<file path="config.mk">
export PLATFORM = sky130hd
export DESIGN_NAME = ex_muldiv
export DESIGN_NICKNAME = d
export VERILOG_FILES = /design/src/rtl/ex_muldiv_pkg.sv /design/src/rtl/ex_muldiv_step.sv /design/src/rtl/ex_muldiv.sv
export SDC_FILE = /design/constraint.sdc
export NUM_CORES = 1
export LEC_CHECK = 0
export ABC_AREA = 1
export BUFFER_PORTS_ARGS = -buffer_cell sky130_fd_sc_hd__clkbuf_2
export CAP_MARGIN = 20
export CORE_UTILIZATION = 25
export CTS_BUF_LIST = sky130_fd_sc_hd__clkbuf_4
export CTS_CLUSTER_DIAMETER = 30
export DETAILED_ROUTE_END_ITERATION = 10
export PLACE_DENSITY_LB_ADDON = 0.2
export SYNTH_ARGS = -nofsm -noshare
export SYNTH_HDL_FRONTEND = slang
export SYNTH_HIERARCHICAL = 1
export SYNTH_SLANG_ARGS = --single-unit
export TNS_END_PERCENT = 50
</file>
<file path="constraint.sdc">
create_clock -name i_clk -period 2.87 [get_ports i_clk]
set_input_delay 0.4305 -clock i_clk [delete_from_list [all_inputs] [get_ports i_clk]]
set_output_delay 0.4305 -clock i_clk [all_outputs]
set_load 0.01 [all_outputs]
</file>
<file path="src/rtl/ex_muldiv_pkg.sv">
// ex_muldiv_pkg
//   Shared types and helpers for the EX-stage RV32M multiply/divide sequencer.
//   md_op_t    : the eight M-extension operations, encoded by func3
//   md_state_t : sequencer states IDLE -> PREP -> CALC -> FIXUP -> DONE
//   FUNC7_MULDIV : func7 value that selects the M extension in the decoder
package ex_muldiv_pkg;

  localparam logic [6:0] FUNC7_MULDIV = 7'b000_0001;

  typedef enum logic [2:0] {
    OP_MUL    = 3'b000,
    OP_MULH   = 3'b001,
    OP_MULHSU = 3'b010,
    OP_MULHU  = 3'b011,
    OP_DIV    = 3'b100,
    OP_DIVU   = 3'b101,
    OP_REM    = 3'b110,
    OP_REMU   = 3'b111
  } md_op_t;

  typedef enum logic [2:0] {
    ST_IDLE,
    ST_PREP,
    ST_CALC,
    ST_FIXUP,
    ST_DONE
  } md_state_t;

  function automatic logic op_is_div(input md_op_t op);
    return op inside {OP_DIV, OP_DIVU, OP_REM, OP_REMU};
  endfunction

  // MUL only keeps the low half, which is identical for signed and unsigned
  // operands, so treating it as signed is harmless.
  function automatic logic op_a_signed(input md_op_t op);
    return op inside {OP_MUL, OP_MULH, OP_MULHSU, OP_DIV, OP_REM};
  endfunction

  function automatic logic op_b_signed(input md_op_t op);
    return op inside {OP_MUL, OP_MULH, OP_DIV, OP_REM};
  endfunction

endpackage

</file>
<file path="src/rtl/ex_muldiv_step.sv">
// ex_muldiv_step
//   One combinational iteration of the multiply/divide datapath.
//   Ports:
//     is_div  : 1 = restoring-divide step, 0 = shift-add multiply step
//     hi, lo  : current working pair (mul: product high/low, div: remainder/quotient)
//     operand : mul: |A| (multiplicand), div: |B| (divisor)
//     hi_nxt, lo_nxt : working pair after this step
module ex_muldiv_step #(
  parameter int XLEN = 32
) (
  input  logic            is_div,
  input  logic [XLEN-1:0] hi,
  input  logic [XLEN-1:0] lo,
  input  logic [XLEN-1:0] operand,
  output logic [XLEN-1:0] hi_nxt,
  output logic [XLEN-1:0] lo_nxt
);

  logic [XLEN:0] sum;
  logic [XLEN:0] shifted;
  logic [XLEN:0] trial;

  // Multiply consumes the multiplier from lo[0] and shifts the carry-extended
  // partial sum right into lo. Divide shifts {rem,quo} left and keeps the
  // trial subtraction only when it does not go negative.
  always_comb begin
    sum     = {1'b0, hi} + (lo[0] ? {1'b0, operand} : '0);
    shifted = {hi, lo[XLEN-1]};
    trial   = shifted - {1'b0, operand};
    hi_nxt  = sum[XLEN:1];
    lo_nxt  = {sum[0], lo[XLEN-1:1]};
    if (is_div) begin
      if (shifted >= {1'b0, operand}) begin
        hi_nxt = trial[XLEN-1:0];
        lo_nxt = {lo[XLEN-2:0], 1'b1};
      end else begin
        hi_nxt = shifted[XLEN-1:0];
        lo_nxt = {lo[XLEN-2:0], 1'b0};
      end
    end
  end

endmodule

</file>
<file path="src/rtl/ex_muldiv.sv">
// ex_muldiv
//   Iterative RV32M multiply/divide sequencer beside the EX-stage ALU.
//   Accepts one M op, stalls the pipeline for XLEN+3 cycles (2 for divide
//   special cases) and emits a one-cycle o_valid with the result.
//   Ports:
//     i_clk, i_rst_n : clock, synchronous active-low reset
//     i_valid        : op request, taken only while o_ready=1
//     i_func3        : M operation (md_op_t encoding)
//     i_A, i_B       : rs1 / rs2 operands
//     i_flush        : abandon any in-flight op
//     o_ready        : high only in IDLE
//     o_stall        : high in every non-IDLE state
//     o_valid        : one-cycle result strobe
//     o_result       : result, held until the next o_valid
module ex_muldiv
  import ex_muldiv_pkg::*;
#(
  parameter int XLEN = 32
) (
  input  logic            i_clk,
  input  logic            i_rst_n,
  input  logic            i_valid,
  input  logic [2:0]      i_func3,
  input  logic [XLEN-1:0] i_A,
  input  logic [XLEN-1:0] i_B,
  input  logic            i_flush,
  output logic            o_ready,
  output logic            o_stall,
  output logic            o_valid,
  output logic [XLEN-1:0] o_result
);

  localparam int CNT_W = $clog2(XLEN + 1);
  localparam logic [XLEN-1:0] XMIN = {1'b1, {(XLEN-1){1'b0}}};

  md_state_t       state, state_nxt;
  md_op_t          op_q;
  logic [XLEN-1:0] a_q, b_q, opnd_q, hi_q, lo_q;
  logic            s_a, s_b;
  logic [CNT_W-1:0] cnt_q;

  logic [XLEN-1:0]   hi_step, lo_step;
  logic              is_div, a_neg, b_neg;
  logic [XLEN-1:0]   a_mag, b_mag;
  logic              div_by_zero, div_ovf, special;
  logic [XLEN-1:0]   special_result, fix_result;
  logic [2*XLEN-1:0] prod, prod_fix;

  ex_muldiv_step #(.XLEN(XLEN)) u_step (
    .is_div (is_div),
    .hi     (hi_q),
    .lo     (lo_q),
    .operand(opnd_q),
    .hi_nxt (hi_step),
    .lo_nxt (lo_step)
  );

  // Sign handling, divide special cases and final result selection.
  always_comb begin
    is_div      = op_is_div(op_q);
    a_neg       = op_a_signed(op_q) & a_q[XLEN-1];
    b_neg       = op_b_signed(op_q) & b_q[XLEN-1];
    a_mag       = a_neg ? (~a_q + 1'b1) : a_q;
    b_mag       = b_neg ? (~b_q + 1'b1) : b_q;
    div_by_zero = is_div && (b_q == '0);
    div_ovf     = (op_q inside {OP_DIV, OP_REM}) && (a_q == XMIN) && (b_q == '1);
    special     = div_by_zero || div_ovf;

    if (div_by_zero) special_result = (op_q inside {OP_DIV, OP_DIVU}) ? '1 : a_q;
    else             special_result = (op_q == OP_DIV) ? XMIN : '0;

    prod     = {hi_q, lo_q};
    prod_fix = (s_a ^ s_b) ? (~prod + 1'b1) : prod;
    case (op_q)
      OP_MUL:                    fix_result = prod_fix[XLEN-1:0];
      OP_MULH, OP_MULHSU, OP_MULHU: fix_result = prod_fix[2*XLEN-1:XLEN];
      OP_DIV, OP_DIVU:           fix_result = (s_a ^ s_b) ? (~lo_q + 1'b1) : lo_q;
      default:                   fix_result = s_a ? (~hi_q + 1'b1) : hi_q;
    endcase
  end

  always_ff @(posedge i_clk) begin
    if (!i_rst_n) state <= ST_IDLE;
    else          state <= state_nxt;
  end

  // Flush returns any busy state to IDLE; in IDLE it blocks acceptance.
  always_comb begin
    state_nxt = state;
    case (state)
      ST_IDLE:  if (i_valid && !i_flush) state_nxt = ST_PREP;
      ST_PREP:  state_nxt = special ? ST_DONE : ST_CALC;
      ST_CALC:  if (cnt_q == CNT_W'(1)) state_nxt = ST_FIXUP;
      ST_FIXUP: state_nxt = ST_DONE;
      default:  state_nxt = ST_IDLE;
    endcase
    if (state != ST_IDLE && i_flush) state_nxt = ST_IDLE;
  end

  always_comb begin
    o_ready = (state == ST_IDLE);
    o_stall = (state != ST_IDLE);
    o_valid = (state == ST_DONE) && !i_flush;
  end

  // Datapath registers; a flushed op never touches o_result.
  always_ff @(posedge i_clk) begin
    if (!i_rst_n) begin
      op_q     <= OP_MUL;
      a_q      <= '0;
      b_q      <= '0;
      s_a      <= 1'b0;
      s_b      <= 1'b0;
      opnd_q   <= '0;
      hi_q     <= '0;
      lo_q     <= '0;
      cnt_q    <= '0;
      o_result <= '0;
    end else begin
      case (state)
        ST_IDLE: begin
          if (i_valid && !i_flush) begin
            op_q <= md_op_t'(i_func3);
            a_q  <= i_A;
            b_q  <= i_B;
          end
        end
        ST_PREP: begin
          if (!i_flush) begin
            s_a    <= a_neg;
            s_b    <= b_neg;
            cnt_q  <= CNT_W'(XLEN);
            hi_q   <= '0;
            lo_q   <= is_div ? a_mag : b_mag;
            opnd_q <= is_div ? b_mag : a_mag;
            if (special) o_result <= special_result;
          end
        end
        ST_CALC: begin
          if (!i_flush) begin
            hi_q  <= hi_step;
            lo_q  <= lo_step;
            cnt_q <= cnt_q - 1'b1;
          end
        end
        ST_FIXUP: begin
          if (!i_flush) o_result <= fix_result;
        end
        default: ;
      endcase
    end
  end

endmodule

</file>
Word-level counts from Yosys, hierarchy flattened
Index checks and enable logic that the tools add are counted.
- output and inout bits: 35
- input bits: 71
- bits in registers: 206
- eq/ne operators: 20
- reduce and logical (&&, ||, !) cells: 27
- order comparisons: 1
- multiplexer cells: 33
- $add $sub $neg: 8
- bitwise operators: 10
- operators by type and width (operator ; count):
    32-bit two-way mux ; 20
    32-bit case mux with 2 select lines ; 3
    32-bit by 1-bit adder with 32-bit output (second input constant) ; 4
    32-bit inverter ; 4
    32-bit case mux with 3 select lines ; 1
    64-bit by 1-bit adder with 64-bit output (second input constant) ; 1
    32-bit == test (second input constant) ; 2
    64-bit two-way mux ; 1
    64-bit inverter ; 1
    32-bit by 32-bit adder with 33-bit output ; 1
    33-bit by 32-bit greater-or-equal comparator with 1-bit output ; 1
    32-bit logical NOT ; 1
    32-bit subtractor ; 1
    3-bit == test (second input constant) ; 5
    3-bit by 2-bit == test with 1-bit output (second input constant) ; 4
    6-bit two-way mux ; 2
    3-bit case mux with 4 select lines ; 1
    6-bit case mux with 2 select lines ; 1
    2-bit inequality test (second input constant) ; 5
    3-bit two-way mux ; 3
    2-bit nonzero test ; 4
    4-bit nonzero test ; 2
    3-bit by 1-bit == test with 1-bit output (second input constant) ; 2
    6-bit by 1-bit == test with 1-bit output (second input constant) ; 1
    other kinds (17) ; 28

Longest topological paths before layout
- depth in word-level cells: 8
- mapped depth: 19
- depth with buffers taken out: 18

Cells and area by module
Netlist, hierarchy kept.
- modules (own cells, without submodules) (module ; cells each ; area each (um^2) ; instances):
    ex_muldiv ; 2373 ; 14082.3 ; 1
    ex_muldiv_step ; 1272 ; 6279.8 ; 1

Worst setup path after synthesis
No wires, ideal clock.
- path type: flip-flop to flip-flop
- start point: reg lo_q[0]
- end point: reg hi_q[7]
- arrival: 2370 ps
- clock period less this slack: 2503 ps
- cell stages (with the launch flop): 17
- slack: 367 ps
- setup time: 132 ps
- required time: 2738 ps
- path through: dfxtp_1 > clkbuf_1 > clkbuf_1 > nand2_1 > inv_1 > ha_1 > fa_1 > nand2_1 > nand2_1 > and2_1 > a21oi_1 > inv_1 > or2_2 > nand3_1 > nand2_1 > nand3_1 > a21oi_1
- cells in the longest elaborated chain, start to end: 5
- ends and longest elaborated chain (item ; line ; source):
    start: declaration ; ex_muldiv.sv:38 ; logic [XLEN-1:0] a_q, b_q, opnd_q, hi_q, lo_q;
    start signal: assignment ; ex_muldiv.sv:134 ; lo_q <= is_div ? a_mag : b_mag;
    start signal: assignment ; ex_muldiv.sv:142 ; lo_q <= lo_step;
    32-bit two-way mux ; ex_muldiv_step.sv:27 ; sum = {1'b0, hi} + (lo[0] ? {1'b0, operand} : '0);
    32-bit by 32-bit adder with 33-bit output ; ex_muldiv_step.sv:27 ;
    32-bit two-way mux ; ex_muldiv_step.sv:32 ; if (is_div) begin
    via hi_step[7] ; ex_muldiv.sv:42 ; logic [XLEN-1:0] hi_step, lo_step;
    32-bit two-way mux ; ex_muldiv.sv:140 ; if (!i_flush) begin
    32-bit case mux with 2 select lines ; ex_muldiv.sv:120 ; case (state)
    end signal: assignment ; ex_muldiv.sv:141 ; hi_q <= hi_step;
    end: declaration ; ex_muldiv.sv:38 ;
The timed path passes the listed nets, and every way through them passes these cells. The select of a mux whose other input is x is not followed.
A chain may end at the register's enable or synchronous reset.

Final worst setup path
- start point: reg a_q[0]
- end point: reg opnd_q[20]
- cells in the longest elaborated chain, start to end: 4
- ends and longest elaborated chain (item ; line ; source):
    start: declaration ; ex_muldiv.sv:38 ;
    start signal: assignment ; ex_muldiv.sv:124 ; a_q <= i_A;
    32-bit inverter ; ex_muldiv.sv:63 ; a_mag = a_neg ? (~a_q + 1'b1) : a_q;
    32-bit by 1-bit adder with 32-bit output ; ex_muldiv.sv:63 ;
    32-bit two-way mux ; ex_muldiv.sv:63 ;
    32-bit two-way mux ; ex_muldiv.sv:135 ; opnd_q <= is_div ? b_mag : a_mag;
    end signal: assignment ; ex_muldiv.sv:135 ;
    end: declaration ; ex_muldiv.sv:38 ;
Every way passes these cells.

==> flow_metrics.tcl <==
set metrics [dict create \
    worst-setup-path-type "register to register" \
    chipWidth_um 287 \
    peakVddDrop_mv 0.588 \
    setup_viol_count_final 0 \
    root_buffer "clkbuf_4" \
    leakagePower_nw 11.8 \
    slew_headroom_pct 47.2 \
    num_io_pins 106 \
    finalHoldViolations 0 \
    slowest_delay_ns 0.52 \
    die_y_um 287 \
    grt_pass1_wl_um 144000 \
    cpMaxStageDelayCell "o21ai_1" \
    power.share.clock_pct 19.3 \
    dr.pass1.iters 11 \
    period_minus_slack_ns 2.81 \
    drive_gt1_share_pct 12.8 \
    synth_cell_types 56 \
    drc 2 \
    antenna_found_initial 5 \
    io_buffers 105 \
    ys_ff_latch 206 \
    cts_made_buffers 70 \
    die_area_mm2 0.0826 \
    power_density_mw_per_mm2 661 \
    hold_ws_ns 0.124 \
    instances_no_fill 4996 \
    worstPathCellList "inv_1, ha_1, nand3_2, nor3_2, nand2_1, nand2_1, xor2_1, nor2_1, o21ai_1" \
    run_status "finished, violations left" \
    path_common_cell "nand2_1" \
    layout_setup_ws_ns 0.0600 \
    maxSlewViolCount 0 \
    synthesis.nets 3789 \
    place_congestion 0.969 \
    cp-end-kind "register" \
    drt_iter0_drc 2345 \
    ant_nets 0 \
    gr-usage-all-layers_pct 22.9 \
    max_freq_mhz 356 \
    cts_max_path_buffers 3 \
    syn_area_mm2 0.0204 \
    clock_skew_ns 0.0859 \
    yosys-top-cells-area "dfxtp_1, nand2_1, nand3_1" \
    fin_crit_sh_pct 97.9 \
    cts.sinks 206 \
    worstPathArrival_ns 3.39 \
    rows 104 \
    h-tree-depth 3 \
    dp_cells 4806 \
    worst-path-buf-inv 1 \
    dp_hpwl_um 77200 \
    drt_wl_total_um 96300 \
    p_total_w 0.0161 \
    min-delay-path-class "input pin to register" \
    violations "design-rule violations" \
    pwr-share-comb_pct 57.6 \
    initial_utilization_pct 25.3 \
    synth_flop_cell "dfxtp_1" \
    path_max_fanout 7 \
    grt_max_degree 86 \
    routed_via_density 4.93 \
    synth_area_leader_cell "dfxtp_1" \
    crit_family "simple AND/OR/NAND/NOR gates" \
    insertion_delay_ns 0.82 \
    final_area_mm2 0.0243 \
    place_ws_ns -0.0897 \
    pwr-share-seq_pct 23.2 \
    drv_cap 0 \
    cp.required_ns 3.45 \
    rsz0062_at_grt "true" \
    ys_warn_count 6 \
    ys_seq_area_share_pct 20.3 \
    wl_per_cell_um 19.3 \
    synthArstFlopShare_pct 0 \
    first_global_vias 23000 \
    netlist_instances 3645 \
    layout.nets 4030 \
    switching_share_pct 51.8 \
    dpl_cell_area_mm2 0.0227 \
    synth_edf_count 0 \
    crit_path_start_kind "register" \
    path_clk_slew_ns 0.06 \
    coreArea_mm2 0.0805 \
    vias 24600 \
    synth_top_area_share_pct 20.3 \
    worstMarginPinSlew_ns 0.789 \
    synth_area_per_cell_um2 5.59 \
    cts_tree "built" \
    p_sw_w 0.00834 \
    area_growth_pct 19.5 \
    p_int_w 0.00775 \
    overflow 0 \
]
==> cell usage in the layout (no fill, tap or decap), types with 8 or more instances in the layout <==
cell,synthesis,final
a31oi_1,20,20
nand3_1,336,335
nand2_1,1080,1075
clkinv_1,7,22
a21oi_1,241,234
a21oi_2,2,9
nand3_2,19,20
nor3_1,26,26
nand3b_1,38,38
clkbuf_4,0,93
o21bai_1,10,10
xnor2_1,20,20
nor2_2,19,25
o21ai_1,15,19
nand4_1,42,42
o21ai_0,287,283
o21a_1,8,8
ha_1,71,71
dfxtp_1,206,203
xor2_1,51,51
inv_1,418,415
nor2_1,431,423
o211ai_1,31,31
nor2_4,10,12
or2_2,16,16
dlygate4sd3_1,0,67
nand2_2,23,27
buf_4,3,138
inv_2,19,23
clkbuf_2,1,104
==> cell families (layout without fill, tap and decap cells) <==
kind of cell               Yosys count  count (layout)  share of synthesized area (%)
xor gates and xnor gates            71              71                           3.05
adders and majority gates           73              73                           4.56
DFF                                206             206                           20.3
other                                0               4                              0
AOI/OAI and AO/OA                  633             633                           16.6
buffers and inverters              594             881                           11.6
and+or+nand+nor                   2068            2068                           43.9
==> per-stage QoR <==
stage,TNS [ns],utilization [%]
global route,-0.0267,30.2
finish,0,30.2
floorplan,0,-
detailed placement,-0.0897,28.2
global placement,-0.0999,28.2
CTS,0,30.1
==> path summary, 6_finish.rpt <==
| check | end | from | slack (ns) | cells past startpoint |
|---|---|---|---|---|
| setup / recovery | opnd_q[20]$_SDFFE_PN0P_ | a_q[0]$_SDFFE_PN0P_ | 0.06 | 9 |
| hold / removal | state[0]$_SDFFE_PP0P_ | i_valid | 0.12 | 5 |
| setup reg to reg | opnd_q[20]$_SDFFE_PN0P_ | a_q[0]$_SDFFE_PN0P_ | 0.06 | 9 |
| hold reg to reg | o_result[21]$_SDFFE_PN0P_ | o_result[21]$_SDFFE_PN0P_ | 0.46 | 2 |
==> power groups by stage <==
stage | combinational (W) | clock (W) | sequential [W]
floorplan | 0.00634 | 0 | 0.00352
global placement | 0.00904 | 0 | 0.00378
detailed placement | 0.00900 | 0 | 0.00377
CTS | 0.00911 | 0.00319 | 0.00371
global route | 0.0102 | 0.00334 | 0.00376
finish | 0.00926 | 0.00310 | 0.00373
==> flip-flops by register name, indices dropped and copies added, names as in the netlist <==
register,count
hi_q,32
lo_q,32
opnd_q,32
op_q,3
cnt_q,6
o_result,32
state,3
s_b,1
a_q,32
s_a,1
b_q,32
==> metal layers <==
metal,track usage (%),share of wire [%]
met1,31.8,46
met2,36.4,44
met3,3.07,6.2
met4,7.06,3.1
met5,0,0.011
==> tightest hold or removal path, cell delays in order <==
cell and delay, ns:
clkbuf_2 0.08, inv_1 0.04, nor2_1 0.06, nor2_1 0.14, a2111oi_0 0.09
==> final cells by class <==
cell class / count / area (µm²)
diodes: 4 / 10.0
clock buffers: 93 / 698
clock inverters: 25 / 144
fillers: 9324 / 56200
inverters: 445 / 1670
multi-input cells: 2845 / 14000
flip-flops and latches: 206 / 4130
well taps: 1060 / 1330
repair buffers: 318 / 2390
==> synthesized netlist by cell type, types with 3 or more instances <==
master	count
o21bai_1	10
dfxtp_1	206
o21ai_0	287
nand2_2	23
o211ai_1	31
nor3_2	5
buf_1	3
nor2_4	10
a21oi_1	241
nand3b_1	38
nand3_1	336
buf_6	7
inv_2	19
or2_2	16
ha_1	71
xnor2_1	20
o21ai_1	15
buf_2	29
nor4_1	6
nand2_1	1080
buf_4	3
nor2_2	19
nor3_1	26
a21o_1	4
inv_1	418
o21a_1	8
o22ai_1	4
clkbuf_1	104
clkinv_1	7
a31oi_1	20
and2_1	7
nand2_4	3
nand4_1	42
nor2_1	431
nand3_2	19
xor2_1	51
==> what timing repair did <==
item | 4_1_cts | 5_1_grt
buffers inserted | 0 | 1
pin swaps | 0 | 1
endpoints found under the setup margin | 1 | 37
hold endpoints to repair | 67 | 0
gates resized for setup | 1 | 28
hold buffers | 67 | 0
Power figures use the tool's default switching activity.
